--- src/rtl/char_ram_arbiter.sv ---
// Character RAM arbiter for a 640x480 text display (COLS x ROWS cells of 8x16 pixels).
// Display fetches always win the single RAM port. Terminal writes use the remaining cycles.
// An optional clear-screen sweep is compiled in when CHAR_ARB_CLEAR_EN is defined. Without
// it, clr_req is ignored and clr_busy stays 0.
module char_ram_arbiter #(
  parameter int unsigned COLS  = 80,
  parameter int unsigned ROWS  = 30,
  parameter logic [7:0]  BLANK = 8'h20
) (
  input  logic        clk,
  input  logic        reset,
  input  logic [9:0]  xPos,
  input  logic [9:0]  yPos,
  input  logic        valid,
  input  logic        wr_req,
  input  logic [11:0] wr_addr,
  input  logic [7:0]  wr_data,
  output logic        wr_ack,
  input  logic        clr_req,
  output logic        clr_busy,
  output logic [11:0] ram_addr,
  output logic        ram_we,
  output logic [7:0]  ram_wdata,
  input  logic [7:0]  ram_rdata,
  output logic [7:0]  char_code,
  output logic        char_valid
);

  localparam logic [11:0] CELLS     = 12'(COLS * ROWS);
  localparam logic [11:0] LAST_CELL = CELLS - 12'd1;

  typedef enum logic [0:0] {
    StIdle,
    StClear
  } state_e;

  state_e      r_state;
  state_e      w_state_next;
  logic [11:0] r_addr_last;
  logic        r_fetch_d1;
  logic [7:0]  r_char_code;
  logic        r_char_valid;

  logic        w_fetch;
  logic [4:0]  w_row;
  logic [6:0]  w_col;
  logic [11:0] w_fetch_addr;
  logic        w_wr_in_range;
  logic        w_we;
  logic [11:0] w_addr;
  logic [7:0]  w_wdata;
  logic        w_ack;
  logic        w_busy;

`ifdef CHAR_ARB_CLEAR_EN
  logic [11:0] r_clr_cnt;
  logic [11:0] w_clr_cnt_next;
  logic        w_unused;
  assign w_unused = ^{yPos[9], yPos[3:0]};
`else
  logic        w_unused;
  assign w_unused = ^{clr_req, BLANK, yPos[9], yPos[3:0]};
`endif

  // A fetch happens on the first pixel of every visible 8-pixel character cell.
  assign w_fetch       = valid && (xPos[2:0] == 3'b000);
  assign w_row         = yPos[8:4];
  assign w_col         = xPos[9:3];
  // row*80 + col, written as shifts so no multiplier is needed.
  assign w_fetch_addr  = {1'b0, w_row, 6'b0} + {3'b0, w_row, 4'b0} + {5'b0, w_col};
  assign w_wr_in_range = (wr_addr < CELLS);

  // Next-state and RAM port arbitration: fetch first, then clear sweep or terminal write.
  always_comb begin
    w_state_next = r_state;
    w_we         = 1'b0;
    w_addr       = r_addr_last;
    w_wdata      = 8'h00;
    w_ack        = 1'b0;
    w_busy       = 1'b0;
`ifdef CHAR_ARB_CLEAR_EN
    w_clr_cnt_next = r_clr_cnt;
`endif

    if (w_fetch) begin
      w_addr = w_fetch_addr;
    end

    unique case (r_state)
      StIdle: begin
`ifdef CHAR_ARB_CLEAR_EN
        // A clear request beats a pending write; the write waits for the sweep to finish.
        if (clr_req) begin
          w_state_next   = StClear;
          w_clr_cnt_next = 12'd0;
        end else
`endif
        if (!w_fetch && wr_req) begin
          // Out-of-range writes are acknowledged but dropped.
          w_ack   = 1'b1;
          w_we    = w_wr_in_range;
          w_addr  = wr_addr;
          w_wdata = wr_data;
        end
      end
`ifdef CHAR_ARB_CLEAR_EN
      StClear: begin
        w_busy = 1'b1;
        if (!w_fetch) begin
          w_we    = 1'b1;
          w_addr  = r_clr_cnt;
          w_wdata = BLANK;
          if (r_clr_cnt == LAST_CELL) begin
            w_state_next = StIdle;
          end else begin
            w_clr_cnt_next = r_clr_cnt + 12'd1;
          end
        end
      end
`endif
      default: begin
        w_state_next = StIdle;
      end
    endcase

    // No writes and no acknowledges while reset is held.
    if (reset) begin
      w_we  = 1'b0;
      w_ack = 1'b0;
    end
  end

  assign ram_we     = w_we;
  assign ram_addr   = w_addr;
  assign ram_wdata  = w_wdata;
  assign wr_ack     = w_ack;
  assign clr_busy   = w_busy;
  assign char_code  = r_char_code;
  assign char_valid = r_char_valid;

  // FSM state register.
  always_ff @(posedge clk) begin
    if (reset) begin
      r_state <= StIdle;
    end else begin
      r_state <= w_state_next;
    end
  end

`ifdef CHAR_ARB_CLEAR_EN
  // Clear sweep address counter; reset aborts the sweep wherever it is.
  always_ff @(posedge clk) begin
    if (reset) begin
      r_clr_cnt <= 12'd0;
    end else begin
      r_clr_cnt <= w_clr_cnt_next;
    end
  end
`endif

  // Remember the last driven address so idle cycles leave ram_addr unchanged.
  always_ff @(posedge clk) begin
    if (reset) begin
      r_addr_last <= 12'd0;
    end else begin
      r_addr_last <= w_addr;
    end
  end

  // Fetch pipeline: RAM data arrives in F+1 and is registered for presentation in F+2.
  always_ff @(posedge clk) begin
    if (reset) begin
      r_fetch_d1   <= 1'b0;
      r_char_code  <= 8'h00;
      r_char_valid <= 1'b0;
    end else begin
      r_fetch_d1   <= w_fetch;
      r_char_valid <= r_fetch_d1;
      if (r_fetch_d1) begin
        r_char_code <= ram_rdata;
      end
    end
  end

endmodule

--- config.mk ---
export PLATFORM = sky130hd
export DESIGN_NAME = char_ram_arbiter
export DESIGN_NICKNAME = d
export VERILOG_FILES = /design/src/rtl/char_ram_arbiter.sv
export SDC_FILE = /design/constraint.sdc
export NUM_CORES = 1
export LEC_CHECK = 0
export BUFFER_PORTS_ARGS = -buffer_cell sky130_fd_sc_hd__buf_4
export CORE_ASPECT_RATIO = 0.75
export CORE_UTILIZATION = 43
export CTS_BUF_LIST = sky130_fd_sc_hd__clkbuf_2 sky130_fd_sc_hd__clkbuf_4 sky130_fd_sc_hd__clkbuf_8
export DETAILED_ROUTE_END_ITERATION = 10
export HOLD_SLACK_MARGIN = 0.15
export PLACE_DENSITY = 0.78
export SETUP_SLACK_MARGIN = 0.15
export SLEW_MARGIN = 20
export SYNTH_ARGS = -nofsm -noshare
export SYNTH_HDL_FRONTEND = slang
export SYNTH_SLANG_ARGS = --single-unit
export TNS_END_PERCENT = 5
--- constraint.sdc ---
create_clock -name clk -period 2.5 [get_ports clk]
set_clock_uncertainty 0.2 [all_clocks]
set_input_delay 0.125 -clock clk [delete_from_list [all_inputs] [get_ports clk]]
set_output_delay 0.125 -clock clk [all_outputs]
set_load 0.02 [all_outputs]
==> metrics.md <==
| Metric | Value |
|---|---|
| Status | finished clean |
| Final setup fails | 0 |
| Reg2Reg Depth | 3 |
| Multi-input gate area | 833 um2 |
| Share of layout cells above drive strength 1 | 38.3% |
| Clk buf depth | 2 |
| Die height | 49.8 um |
| Routed wire length | 4.13 mm |
| Combinational fraction of design power | between 30% and 40% |
| Minimum clock period | roughly 2.3 ns |
| Worst Setup EP | ram_addr[8] |
| Final period util | between 90% and 100% |
| Sequential share of power | 40.3% |
| Routed via count | 1499 |
| Synth unique cells | 28 |
| Mapped Avg Cell Area | 8.78 um2 |
| CORE AREA | approximately 2700 um2 |
| Worst reg2reg setup slack | 0.59 ns |
| CTS root buf | clkbuf_8 |
| CP Max Fanout | 3 |
| Diodes inserted | 0 |
| Residual DRC | 0 |
| Max_slew headroom | between 60% and 70% |
| Worst endpoint data arrival time | 2.02 ns |
| DR vias/cell | 5.19 |
| Die width | 65.7 um |
| Ranking of synthesized cells by area | dfxtp_1, mux2i_1, ha_1, nor2b_1, and3_1 |
| Clock sink count | 22 |
| Critical path origin | yPos[6] |
| Cell area after synthesis | 1310 um2 |
| Clk pwr share | 23.5% |
| NetSw | 0.273 mW |
| Hold crit path type | input pin to flop |
| First-pass GRT wire length | 6.51 mm |
| Lkg Pwr | 1.14 nW |
| Pre-antenna DRT Iters | 4 |
| P per Cell Area | roughly 400 nW/um2 |
| Pins Over Slew Limit | 0 |
| Syn. warnings | 0 |
| I/O pins | 85 |
| Num CTS Buffers | 3 |
| Die area | 3270 um2 |
| Max cap viols | 0 |
| Fmax | 0.427 GHz |
| Worst Tran Pin Value | 0.548 ns |
| Antenna viol nets, final | 0 |
| Reg clk slew, reported paths | 0.08 ns |
| Skew-Pair Late Insertion Delay | 0.26 ns |
| Final Net Count | 319 |
| Vias in the first global route | 1445 |
| TNS Setup | 0 ns |
| Post-detail-place hpwl | 2.67 mm |
| Post-synth top area share | 33.7% |
| RSZ-0062 raised after global routing | true |
| Gpl congestion | 0.824 |
| Iter 0 DRT Violations | 68 |
| Starting Density | 47.7% |
| Gr ovfl total | 0 |
| Input/output buffers | 77 |
| Syn Nets | between 200 and 250 |
| Seq/Total Area, Yosys | 33.7% |
| Dpl cell area | around 1900 um2 |
| Yosys reg bits | 22 |
| Startpoint Class | input pin |
| Fill count | 156 |
| CP endpoint kind | output pin |
| Peak supply drop | 439 uV |
| Post-Syn Instances | 149 |
| Critical Setup Path Class | input pin to output pin |
| CTS H-tree depth | 1 |
| Fin. Hold Viols | 0 |
| Largest net degree at the start of global routing | 25 |
| # rows | 16 |
| Register area | 440 um2 |
| RR Startpoint | r_fetch_d1$_SDFF_PP0_ |
| Wire length per cell | 14.3 um |
| Finished Cell Area | 2300 um2 |
| CTS tree | built |
| All-layer global routing usage | between 20% and 30% |
| Synthesis-to-layout area growth | 75.7% |
| Initial antenna violation count | 0 |
| Hold Slack | ~0.15 ns |
| Post-synth top area cell | dfxtp_1 |
| Internal Pwr Total | 0.649 mW |
| Switching Share | 29.7% |
| RR Endpoint | char_code[7]$_SDFFE_PP0P_ |
| CP required | around 2.2 ns |
cells in the mapped netlist:
master	n
a2111o_1	1
a2111oi_0	1
a211o_1	1
a211oi_1	6
a21o_1	4
a21oi_1	4
and3_1	9
buf_2	2
buf_4	1
clkbuf_1	8
conb_1	1
dfxtp_1	22
fa_1	2
ha_1	9
inv_1	5
mux2i_1	18
nand2_1	11
nand4_1	1
nor2_1	14
nor2b_1	11
nor3_1	1
nor4b_2	1
o21ai_0	11
o21ai_2	1
o21bai_1	1
o22ai_1	1
or4b_1	1
xor2_1	1
layout make-up:
type	count	area share, %
flip-flops and latches	22	19.2
clock buffers	3	1.80
well taps	36	1.96
multi-input cells	111	36.2
inverters	5	0.925
repair buffers	112	39.9
sequential cells by signal, indices dropped and copies added (netlist names):
name / cells
char_valid: 1
r_fetch_d1: 1
r_addr_last: 12
char_code: 8
worst max-delay path, cell delays in order:
cell      delay (ns)
buf_8           0.08
inv_4           0.03
fa_1            0.54
inv_2           0.06
ha_4            0.23
a21o_1          0.21
a2111o_1        0.43
o21ai_2         0.08
nor2_1          0.06
buf_4           0.17
cells by family (layout without fill, tap and decap cells):
group / count (synthesis) / in the layout / share of synthesized area [%]
compound gates: 31 / 31 / 15.4
flops: 22 / 22 / 33.7
simple gates: 49 / 49 / 19.5
mux: 18 / 18 / 13.8
xor+xnor: 1 / 1 / 0.669
other cells: 1 / 1 / 0.287
fa+ha+maj: 11 / 11 / 11.7
buf+inv: 16 / 120 / 5.07
through the flow:
step                std cells  utilization [%]  power (mW)  setup slack [ns]
finish                    289             83.9       0.922             0.158
global route              289             83.9       0.966            0.0786
CTS                       288             82.6       0.910             0.142
detailed placement        253             69.5       0.661            0.0264
global placement          253             69.5       0.653            0.0574
floorplan                 149                -       0.535             0.176
power by group through the flow:
stage	registers [mW]	clock network, mW	logic [mW]
after floorplan	0.379	0	0.155
after global placement	0.379	0	0.275
after detailed placement	0.379	0	0.281
after CTS	0.371	0.221	0.317
after global routing	0.373	0.235	0.359
final	0.372	0.216	0.334
routing by layer:
metal	track usage [%]	vias to the layer above	wire length [um]
li1	-	726	-
met1	31.1	702	1740
met2	46.8	65	2070
met3	6.48	6	280
met4	3.99	0	41
met5	0	-	0
worst min path at each step:
stage / start / to / slack, ns / cells after the start
3_3_place_gp: ram_rdata[0] / char_code[0]$_SDFFE_PP0P_ / 0.16 / 3
2_1_floorplan: reset / char_valid$_SDFF_PP0_ / -0.003 / 1
3_5_place_dp: ram_rdata[0] / char_code[0]$_SDFFE_PP0P_ / 0.17 / 3
5_1_grt: wr_addr[9] / r_addr_last[9]$_SDFF_PP0_ / 0.16 / 4
6_report: wr_addr[9] / r_addr_last[9]$_SDFF_PP0_ / 0.15 / 4
4_1_cts: wr_addr[9] / r_addr_last[9]$_SDFF_PP0_ / 0.15 / 4
cell usage in the layout, fill, tap and decap left out, types with 2 or more instances in the layout:
cell / n
a211oi_2: 2
o21ai_0: 11
mux2i_1: 18
a21o_1: 4
nand2_1: 11
dfxtp_1: 22
a21oi_1: 4
inv_1: 2
and3_1: 9
buf_4: 83
nor2b_1: 11
nor2_1: 14
ha_1: 8
clkbuf_8: 3
dlygate4sd3_1: 28
inv_2: 2
a211oi_1: 4
timing repair:
| item | CTS | global route |
|---|---|---|
| setup buffers | 4 | 1 |
| resized for setup | 2 | 8 |
| setup endpoints to repair | 3 | 5 |
| endpoints found under the hold margin | 22 | 0 |
| hold buffers | 28 | 0 |
| pin swaps | 3 | 9 |
Note: power is estimated with default switching activity, not from simulation.
